[src/rtl/ps2_player_input_if.sv]
// ============================================================================
// ps2_player_input_if : PS/2 line inputs and decoded player/receiver outputs
// Rev 1.0
// ============================================================================
`default_nettype none

interface ps2_player_input_if;
    logic       ps2_clk;
    logic       ps2_data;
    logic [4:0] player1_btns;
    logic [4:0] player2_btns;
    logic [7:0] rx_byte;
    logic       rx_valid;
    logic       rx_err;

    modport master (
        output ps2_clk,
        output ps2_data,
        input  player1_btns,
        input  player2_btns,
        input  rx_byte,
        input  rx_valid,
        input  rx_err
    );

    modport slave (
        input  ps2_clk,
        input  ps2_data,
        output player1_btns,
        output player2_btns,
        output rx_byte,
        output rx_valid,
        output rx_err
    );
endinterface

`default_nettype wire

[src/rtl/ps2_player_input.sv]
// ============================================================================
// ps2_player_input : PS/2 keyboard receiver and two-player button decoder
// Rev 1.0
// ============================================================================
`default_nettype none

module ps2_player_input #(
    parameter int TIMEOUT_CYCLES = 25000
) (
    input  wire logic          clk_25m,
    input  wire logic          rst_n,
    ps2_player_input_if.slave  bus
);

    localparam logic [1:0] S_IDLE   = 2'd0;
    localparam logic [1:0] S_DATA   = 2'd1;
    localparam logic [1:0] S_PARITY = 2'd2;
    localparam logic [1:0] S_STOP   = 2'd3;

    localparam int              c_TW   = $clog2(TIMEOUT_CYCLES + 1);
    localparam logic [c_TW-1:0] c_TMAX = c_TW'(TIMEOUT_CYCLES - 1);

    logic            r_clk_meta, r_clk_sync, r_clk_prev;
    logic            r_dat_meta, r_dat_sync;
    logic [1:0]      r_state, w_state_nxt;
    logic [2:0]      r_bitcnt;
    logic [7:0]      r_shift;
    logic            r_par_ok;
    logic [c_TW-1:0] r_tcnt;
    logic [7:0]      r_rx_byte;
    logic            r_rx_valid, r_rx_err;
    logic            w_valid_nxt, w_err_nxt;
    logic            r_ext, r_brk;
    logic [9:0]      r_held;
    logic [9:0]      w_mask;
    logic [4:0]      r_p1, r_p2;
    logic            w_fall, w_bit, w_timeout;

    always_ff @(posedge clk_25m or negedge rst_n) begin
        if (!rst_n) begin
            r_clk_meta <= 1'b1;
            r_clk_sync <= 1'b1;
            r_clk_prev <= 1'b1;
            r_dat_meta <= 1'b1;
            r_dat_sync <= 1'b1;
        end else begin
            r_clk_meta <= bus.ps2_clk;
            r_clk_sync <= r_clk_meta;
            r_clk_prev <= r_clk_sync;
            r_dat_meta <= bus.ps2_data;
            r_dat_sync <= r_dat_meta;
        end
    end

    assign w_fall    = r_clk_prev & ~r_clk_sync;
    assign w_bit     = r_dat_sync;
    assign w_timeout = (r_state != S_IDLE) && !w_fall && (r_tcnt == c_TMAX);

    always_ff @(posedge clk_25m or negedge rst_n) begin
        if (!rst_n) r_state <= S_IDLE;
        else        r_state <= w_state_nxt;
    end

    always_comb begin
        w_state_nxt = r_state;
        if (w_timeout) begin
            w_state_nxt = S_IDLE;
        end else if (w_fall) begin
            case (r_state)
                S_IDLE:   if (!w_bit) w_state_nxt = S_DATA;
                S_DATA:   if (r_bitcnt == 3'd7) w_state_nxt = S_PARITY;
                S_PARITY: w_state_nxt = S_STOP;
                default:  w_state_nxt = S_IDLE;
            endcase
        end
    end

    always_comb begin
        w_valid_nxt = 1'b0;
        w_err_nxt   = 1'b0;
        if (w_timeout) begin
            w_err_nxt = 1'b1;
        end else if (w_fall) begin
            case (r_state)
                S_IDLE: w_err_nxt = w_bit;
                S_STOP: begin
                    w_valid_nxt = w_bit & r_par_ok;
                    w_err_nxt   = ~(w_bit & r_par_ok);
                end
                default: ;
            endcase
        end
    end

    // Frame datapath; the idle-time counter only runs while inside a frame.
    always_ff @(posedge clk_25m or negedge rst_n) begin
        if (!rst_n) begin
            r_bitcnt   <= 3'd0;
            r_shift    <= 8'd0;
            r_par_ok   <= 1'b0;
            r_tcnt     <= '0;
            r_rx_byte  <= 8'd0;
            r_rx_valid <= 1'b0;
            r_rx_err   <= 1'b0;
        end else begin
            r_rx_valid <= w_valid_nxt;
            r_rx_err   <= w_err_nxt;
            if (w_valid_nxt) r_rx_byte <= r_shift;
            if (r_state == S_IDLE || w_fall || w_timeout) r_tcnt <= '0;
            else                                          r_tcnt <= r_tcnt + 1'b1;
            if (w_fall && !w_timeout) begin
                case (r_state)
                    S_IDLE:   r_bitcnt <= 3'd0;
                    S_DATA: begin
                        r_shift  <= {w_bit, r_shift[7:1]};
                        r_bitcnt <= r_bitcnt + 3'd1;
                    end
                    S_PARITY: r_par_ok <= ^{r_shift, w_bit};
                    default: ;
                endcase
            end
        end
    end

    // Held-key bit layout: [4:0] player1, [9:5] player2, each {FIRE,RIGHT,LEFT,DOWN,UP}.
    always_comb begin
        w_mask = 10'd0;
        if (!r_ext) begin
            case (r_rx_byte)
                8'h1D:   w_mask = 10'b00000_00001;
                8'h1B:   w_mask = 10'b00000_00010;
                8'h1C:   w_mask = 10'b00000_00100;
                8'h23:   w_mask = 10'b00000_01000;
                8'h34:   w_mask = 10'b00000_10000;
                8'h5A:   w_mask = 10'b10000_00000;
                default: w_mask = 10'd0;
            endcase
        end else begin
            case (r_rx_byte)
                8'h75:   w_mask = 10'b00001_00000;
                8'h72:   w_mask = 10'b00010_00000;
                8'h6B:   w_mask = 10'b00100_00000;
                8'h74:   w_mask = 10'b01000_00000;
                default: w_mask = 10'd0;
            endcase
        end
    end

    always_ff @(posedge clk_25m or negedge rst_n) begin
        if (!rst_n) begin
            r_ext  <= 1'b0;
            r_brk  <= 1'b0;
            r_held <= 10'd0;
        end else if (r_rx_err) begin
            r_ext <= 1'b0;
            r_brk <= 1'b0;
        end else if (r_rx_valid) begin
            if (r_rx_byte == 8'hE0) begin
                r_ext <= 1'b1;
            end else if (r_rx_byte == 8'hF0) begin
                r_brk <= 1'b1;
            end else begin
                r_held <= r_brk ? (r_held & ~w_mask) : (r_held | w_mask);
                r_ext  <= 1'b0;
                r_brk  <= 1'b0;
            end
        end
    end

    function automatic logic [4:0] f_prio(input logic [4:0] h);
        if      (h[4]) f_prio = 5'b10000;
        else if (h[0]) f_prio = 5'b00001;
        else if (h[1]) f_prio = 5'b00010;
        else if (h[2]) f_prio = 5'b00100;
        else if (h[3]) f_prio = 5'b01000;
        else           f_prio = 5'b00000;
    endfunction

    always_ff @(posedge clk_25m or negedge rst_n) begin
        if (!rst_n) begin
            r_p1 <= 5'd0;
            r_p2 <= 5'd0;
        end else begin
            r_p1 <= f_prio(r_held[4:0]);
            r_p2 <= f_prio(r_held[9:5]);
        end
    end

    assign bus.player1_btns = r_p1;
    assign bus.player2_btns = r_p2;
    assign bus.rx_byte      = r_rx_byte;
    assign bus.rx_valid     = r_rx_valid;
    assign bus.rx_err       = r_rx_err;

endmodule

`default_nettype wire

[src/flat_wrapper.sv]
// flat-port wrapper written by rule: the top's interface ports become plain ports
module ps2_player_input_flat 
#(
    parameter int TIMEOUT_CYCLES = 25000
)
  (clk_25m, rst_n, bus_ps2_clk, bus_ps2_data, bus_player1_btns, bus_player2_btns, bus_rx_byte, bus_rx_valid, bus_rx_err);
  ps2_player_input_if bus_i ();
  input  wire logic clk_25m;
  input  wire logic rst_n;
  input wire logic [$bits(bus_i.ps2_clk)-1:0] bus_ps2_clk;
  input wire logic [$bits(bus_i.ps2_data)-1:0] bus_ps2_data;
  output wire logic [$bits(bus_i.player1_btns)-1:0] bus_player1_btns;
  output wire logic [$bits(bus_i.player2_btns)-1:0] bus_player2_btns;
  output wire logic [$bits(bus_i.rx_byte)-1:0] bus_rx_byte;
  output wire logic [$bits(bus_i.rx_valid)-1:0] bus_rx_valid;
  output wire logic [$bits(bus_i.rx_err)-1:0] bus_rx_err;
  assign bus_i.ps2_clk = bus_ps2_clk;
  assign bus_i.ps2_data = bus_ps2_data;
  assign bus_player1_btns = bus_i.player1_btns;
  assign bus_player2_btns = bus_i.player2_btns;
  assign bus_rx_byte = bus_i.rx_byte;
  assign bus_rx_valid = bus_i.rx_valid;
  assign bus_rx_err = bus_i.rx_err;
  ps2_player_input #(.TIMEOUT_CYCLES(TIMEOUT_CYCLES)) u_core (.clk_25m(clk_25m), .rst_n(rst_n), .bus(bus_i));
endmodule
[config.mk]
export PLATFORM = sky130hd
export DESIGN_NAME = ps2_player_input_flat
export DESIGN_NICKNAME = d
export VERILOG_FILES = /design/src/rtl/ps2_player_input_if.sv /design/src/rtl/ps2_player_input.sv /design/src/flat_wrapper.sv
export SDC_FILE = /design/constraint.sdc
export NUM_CORES = 1
export LEC_CHECK = 0
export ABC_AREA = 1
export CAP_MARGIN = 0
export CORE_MARGIN = 2
export CORE_UTILIZATION = 60
export CTS_BUF_LIST = sky130_fd_sc_hd__clkbuf_8
export DETAILED_ROUTE_END_ITERATION = 10
export PLACE_DENSITY = 0.81
export SETUP_SLACK_MARGIN = 0.05
export SYNTH_ARGS = -nofsm -noshare
export SYNTH_HDL_FRONTEND = slang
export SYNTH_SLANG_ARGS = --single-unit
[constraint.sdc]
create_clock -name clk_25m -period 1.75 [get_ports clk_25m]
set_clock_uncertainty 0.15 [all_clocks]
set_input_delay 0.525 -clock clk_25m [delete_from_list [all_inputs] [get_ports clk_25m]]
set_output_delay 0.525 -clock clk_25m [all_outputs]
set_load 0.005 [all_outputs]
==> results of run 1 <==
## layout make-up
| class | count | area (µm²) | share of cell area [%] |
|---|---|---|---|
| tap | 70 | 87.6 | 2.22 |
| clock buffer | 10 | 138 | 3.48 |
| clock inverter | 6 | 26.3 | 0.665 |
| timing repair buffer | 44 | 390 | 9.88 |
| multi-input combinational | 282 | 1480 | 37.4 |
| sequential | 66 | 1660 | 41.9 |
| inverter | 47 | 176 | 4.46 |
## power groups by stage
stage	logic (µW)	registers [µW]	clock network, µW
global placement	1230	1990	0
CTS	1410	1950	1080
finish	1550	1960	1080
global route	1740	1990	1150
detailed placement	1260	2010	0
floorplan	802	1990	0
## how the worst max path moves through the flow
stage | cells after the start | slack, ps | to
3_5_place_dp | 8 | -50 | u_core.r_tcnt[3]
3_3_place_gp | 8 | 7 | u_core.r_tcnt[6]
5_1_grt | 7 | -20 | u_core.bus.rx_byte[5]
4_1_cts | 1 | 60 | bus_rx_byte[7]
2_1_floorplan | 8 | 210 | u_core.r_state[0]
6_report | 1 | 50 | bus_rx_err
## stage by stage
stage / hold slack (ps) / instance area (µm²) / utilization [%] / setup slack, ps
2_1_floorplan: 79.4 / 3210 / - / 206
5_1_grt: 66.9 / 3950 / 76.9 / -17.7
4_1_cts: 50.3 / 3800 / 73.9 / 59.0
6_report: 15.2 / 3950 / 76.9 / 52.0
3_5_place_dp: 197 / 3570 / 69.5 / -54.3
3_3_place_gp: 195 / 3570 / 69.5 / 6.72
## cells in the final DEF, fill, tap and decap left out, types with 5 or more instances in the layout
master | netlist | layout
nand2_1 | 119 | 114
dfrtp_1 | 61 | 61
inv_1 | 43 | 44
nor2_1 | 49 | 44
nand3_1 | 30 | 29
buf_4 | 2 | 18
dlygate4sd2_1 | 0 | 17
o21ai_0 | 15 | 14
nor3_2 | 6 | 13
a21oi_1 | 11 | 11
clkbuf_8 | 0 | 10
nand4_1 | 8 | 8
nor2_4 | 2 | 8
nor3_1 | 15 | 8
ha_1 | 8 | 7
nor2_2 | 4 | 6
inv_2 | 3 | 5
nand2_2 | 1 | 5
dfstp_2 | 5 | 5
## cell families after synthesis
logic type / Yosys count / synth area share, %
AOI/OAI and AO/OA: 30 / 4.95
xor gates and xnor gates: 5 / 1.36
adders and majority gates: 8 / 3.12
buffers and inverters: 53 / 6.71
DFF: 66 / 51.7
and+or+nand+nor: 236 / 32.2
## timing repair
item,4_1_cts,5_1_grt
hold buffers,0,0
setup endpoints to repair,42,42
buffers inserted,9,2
pin swaps,1,6
resized for setup,25,31
gates cloned,1,2
## layer usage
layer / vias to the layer above / track usage (%) / wire length (µm)
li1: 1370 / - / -
met1: 1319 / 30.8 / 2990
met2: 88 / 39.6 / 3490
met3: 21 / 3.53 / 325
met4: 0 / 11.8 / 204
met5: - / 0 / 0
==> flow_summary.json, run 1 <==
{
  "synth_edf_count": 0,
  "initial_core_util_pct": 62.4,
  "fin_cells": 525,
  "grt_usage_pct": 23.9,
  "synth_top_cell_by_area": "dfrtp_1",
  "synth.top_cells.by_count": "nand2_1, dfrtp_1, nor2_1",
  "setup_violations": 0,
  "drt_wl_total_um": 7010,
  "combPwrFrac_pct": 33.8,
  "root_buffer": "clkbuf_8",
  "drc": 0,
  "rows": 26,
  "rrSetupSlack_ps": 80,
  "cp.arrival_ps": 1020,
  "htree_levels": 3,
  "yosysMostFrequentCell": "nand2_1",
  "fin_crit_sh_pct": 97.0,
  "grt_pass1_wl_um": 11500,
  "slew_headroom_pct": 74.2,
  "crit_path_top_delay_cell": "dfrtp_1",
  "first_pass_iters": 4,
  "gp_congestion": 0.868,
  "synth_top_area_share_pct": 47.6,
  "syn-instance-count": 398,
  "start_kind": "flip-flop",
  "dp_cells": 495,
  "clockPowerShare_pct": 23.5,
  "p_switching_uw": 1700,
  "drt_iter0_drc": 196,
  "ys.flop_type": "dfrtp_1",
  "diodes": 0,
  "worst_setup_path_end_kind": "primary output",
  "areaGrowthSynthToFinish_pct": 23.2,
  "grt_pass1_vias": 2659,
  "die_x_um": 77.1,
  "critical_path_required_ps": 1070,
  "rr_startpoint": "u_core.bus.rx_byte[2]",
  "status": "finished clean",
  "clk_path_buf_depth": 2,
  "vdd_drop_max_v": 0.00101,
  "ys_types": 29,
  "hp-class": "in2async",
  "finalHoldViolCount": 0,
  "p_sw_share_pct": 37.0,
  "antenna_found_initial": 0,
  "critical_path_class": "reg2out",
  "syn_nets": 410,
  "clock_latency_ps": 350,
  "crit_family": "flip-flops",
  "syn_avg_cell_area_um2": 8.06,
  "drive_gt1_share_pct": 18.0,
  "portBuffers": 23,
  "r2r_cells": 7,
  "worstMarginPinSlew_ps": 387,
  "overflow": 0,
  "layout.nets": 462,
  "cts_made_buffers": 9,
  "cap_violations": 0,
  "ant_nets": 0,
  "crit_start": "u_core.bus.rx_err",
  "fillers": 378,
  "synthArstFlopShare_pct": 100,
  "total_power_uw": 4590,
  "routed_via_density": 5.33,
  "finalSetupTns_ps": 0,
  "rsz0062_at_grt": "true",
  "num_io_pins": 24,
  "internal_power_uw": 2890,
  "cts_sinks": 66,
  "seq_power_share_pct": 42.7,
  "ys_seq_area_share_pct": 51.7,
  "maxSlewViolCount": 0,
  "grt_max_degree": 67,
  "path_cells": "clkdlybuf4s15_1",
  "ys_ff_latch": 66,
  "die_h_um": 77.1,
  "clk_pin_slew_ps": 70,
  "min_period_ps": 1700,
  "yosys_warnings": 0,
  "synthTopCellsByArea": "dfrtp_1, nand2_1, nor2_1",
  "core-area_um2": 5140,
  "worstPathMaxFanout": 4,
  "maxClockFrequency_mhz": 589,
  "p_leak_uw": 0.00200,
  "p_per_area_nw_per_um2": 1160,
  "place_hpwl_um": 4420,
  "max_stage_delay_ps": 430,
  "syn_area_um2": 3210,
  "vias": 2798,
  "drt-wirelength-per-cell_um": 13.3,
  "cts_tree": "built",
  "path_buf_inv": 1,
  "dieArea_um2": 5950
}
No activity file was read; power rests on OpenSTA's default activity.
==> run 2, diff against run 1 <==
==> constraint.sdc (replaced) <==
create_clock -name clk_25m -period 2.1 [get_ports clk_25m]
set_clock_uncertainty 0.15 [all_clocks]
set_input_delay 0.63 -clock clk_25m [delete_from_list [all_inputs] [get_ports clk_25m]]
set_output_delay 0.63 -clock clk_25m [all_outputs]
set_load 0.005 [all_outputs]
==> run 2 against run 1 <==
Net effect:
- sequential share of layout area grew 2.1 points
- critical path depth is the same
- non-clock buffer count shrank 13
- die area is the same
- sequential power shrank 17%
- clock power shrank 9%
- combinational power shrank 31%
- first-iteration DRC count shrank 18%
- hold slack gained 86 ps
- utilization shrank 3.5 points
- routed wire length shrank 17%
- critical path type unchanged
==> flow_summary.json, run 2 (synthesized netlist as in run 1, its figures left out) <==
{
  "worstMarginPinSlew_ps": 514,
  "first_pass_iters": 4,
  "grt_max_degree": 28,
  "rsz0062_at_grt": "false",
  "fin_util_pct": 73.4,
  "grt_pass1_vias": 2504,
  "diodes": 0,
  "clk_pin_slew_ps": 70,
  "grt_usage_pct": 22.5,
  "final_cell_area_um2": 3770,
  "die_h_um": 77.1,
  "start_kind": "flip-flop",
  "drt_iter0_drc": 160,
  "crit_family": "buffers and inverters",
  "dieArea_um2": 5950,
  "critical_path_class": "reg2out",
  "initial_core_util_pct": 62.4,
  "p_leak_uw": 0.00186,
  "holdWs_ps": 101,
  "portBuffers": 23,
  "cap_violations": 0,
  "hp-class": "in2async",
  "path_cells": "clkdlybuf4s50_1",
  "fin_crit_sh_pct": 94.9,
  "vias": 2594,
  "drc": 0,
  "grt.busiest_layer": "met2",
  "worstPathMaxFanout": 3,
  "die_x_um": 77.1,
  "crit_path_top_delay_cell": "clkdlybuf4s50_1",
  "worst_setup_path_end_kind": "primary output",
  "cts_made_buffers": 9,
  "cts_sinks": 66,
  "gr-usage-met3_pct": 4.12,
  "slew_headroom_pct": 65.7,
  "finalHoldViolCount": 0,
  "ant_nets": 0,
  "maxClockFrequency_mhz": 502,
  "use_met1_pct": 28.4,
  "drive_gt1_share_pct": 11.2,
  "htree_levels": 3,
  "maxSlewViolCount": 0,
  "finalSetupTns_ps": 0,
  "path_buf_inv": 1,
  "setup_violations": 0,
  "rows": 26,
  "p_per_area_nw_per_um2": 976,
  "overflow": 0,
  "status": "finished clean",
  "dpl_cell_area_um2": 3530,
  "clk_path_buf_depth": 2,
  "antenna_found_initial": 0,
  "layout.nets": 446,
  "routed_via_density": 5.10,
  "vdd_drop_max_v": 0.000812,
  "num_io_pins": 24,
  "areaGrowthSynthToFinish_pct": 17.5,
  "clock_latency_ps": 340,
  "drt_wl_total_um": 5810,
  "cts_tree": "built",
  "cp.arrival_ps": 1210,
  "grt_util_met2_pct": 37.8,
  "place_hpwl_um": 4210,
  "gp_congestion": 0.879,
  "max_stage_delay_ps": 500,
  "fillers": 425,
  "grt_pass1_wl_um": 10800,
  "critical_path_required_ps": 1320,
  "final_common_cell": "nand2_1",
  "root_buffer": "clkbuf_8",
  "final_cell_mix": "nand2_1, dfrtp_1, nor2_1",
  "core-area_um2": 5140,
  "drt-wirelength-per-cell_um": 11.4,
  "min_period_ps": 1990
}
==> run 2: cell types whose count changed in the layout (fill, tap and decap cells not counted), sizes merged, moves of 3 or more <==
cell           delta
buf              -13
clkdlybuf4s15     -3
clkdlybuf4s50    +17
dlygate4sd2      -16
inv               -3
nor2              -3
==> run 2: power breakdown <==
group	internal (µW)	leakage (µW)	switching (µW)
Combinational	428	0.000884	643
Sequential	1470	0.000885	166
Clock	520	0.0000944	458
Total	2420	0.00186	1270
==> run 2: repair_timing <==
item / 4_1_cts / 5_1_grt
setup buffers: 5 / 0
endpoints found under the setup margin: 6 / 4
hold buffers: 0 / 0
resized for setup: 2 / 4
gates cloned: 0 / 0
==> run 2: final cells by class <==
type	instances	area [µm²]	share of cell area (%)
Multi-Input combinational cell	279	1340	35.6
Clock buffer	12	165	4.38
Clock inverter	4	25.0	0.664
Timing Repair Buffer	31	314	8.33
Inverter	47	176	4.68
Sequential cell	66	1660	44.0
Tap cell	70	87.6	2.32
==> run 2: final timing paths <==
path                                  startpoint                    endpoint  slack [ps]  depth (start not counted)
setup / recovery           u_core.bus.rx_byte[4]              bus_rx_byte[4]         110                          1
hold / removal                             rst_n       u_core.bus.rx_byte[0]         100                          1
setup reg to reg               u_core.r_state[0]           u_core.r_state[0]         360                          8
hold reg to reg                u_core.r_clk_meta           u_core.r_clk_sync         210                          0
max in group asynchronous                  rst_n  u_core.bus.player2_btns[2]        1190                          2
min in group clk_25m           u_core.r_clk_meta           u_core.r_clk_sync         210                          0
==> run 2: metal layers <==
metal  vias to the layer above  wire length [µm]
met5                         -                 0
met4                         0                93
met3                        11               252
met2                        49              2800
met1                      1204              2660
li1                       1330                 -
==> run 2: per-stage QoR <==
stage	total power, µW	std cells	worst slack (ps)
after floorplan	2330	398	556
after global placement	2610	488	328
after detailed placement	2660	488	238
after CTS	3700	509	53.6
after global routing	3980	509	70.2
final	3680	509	107
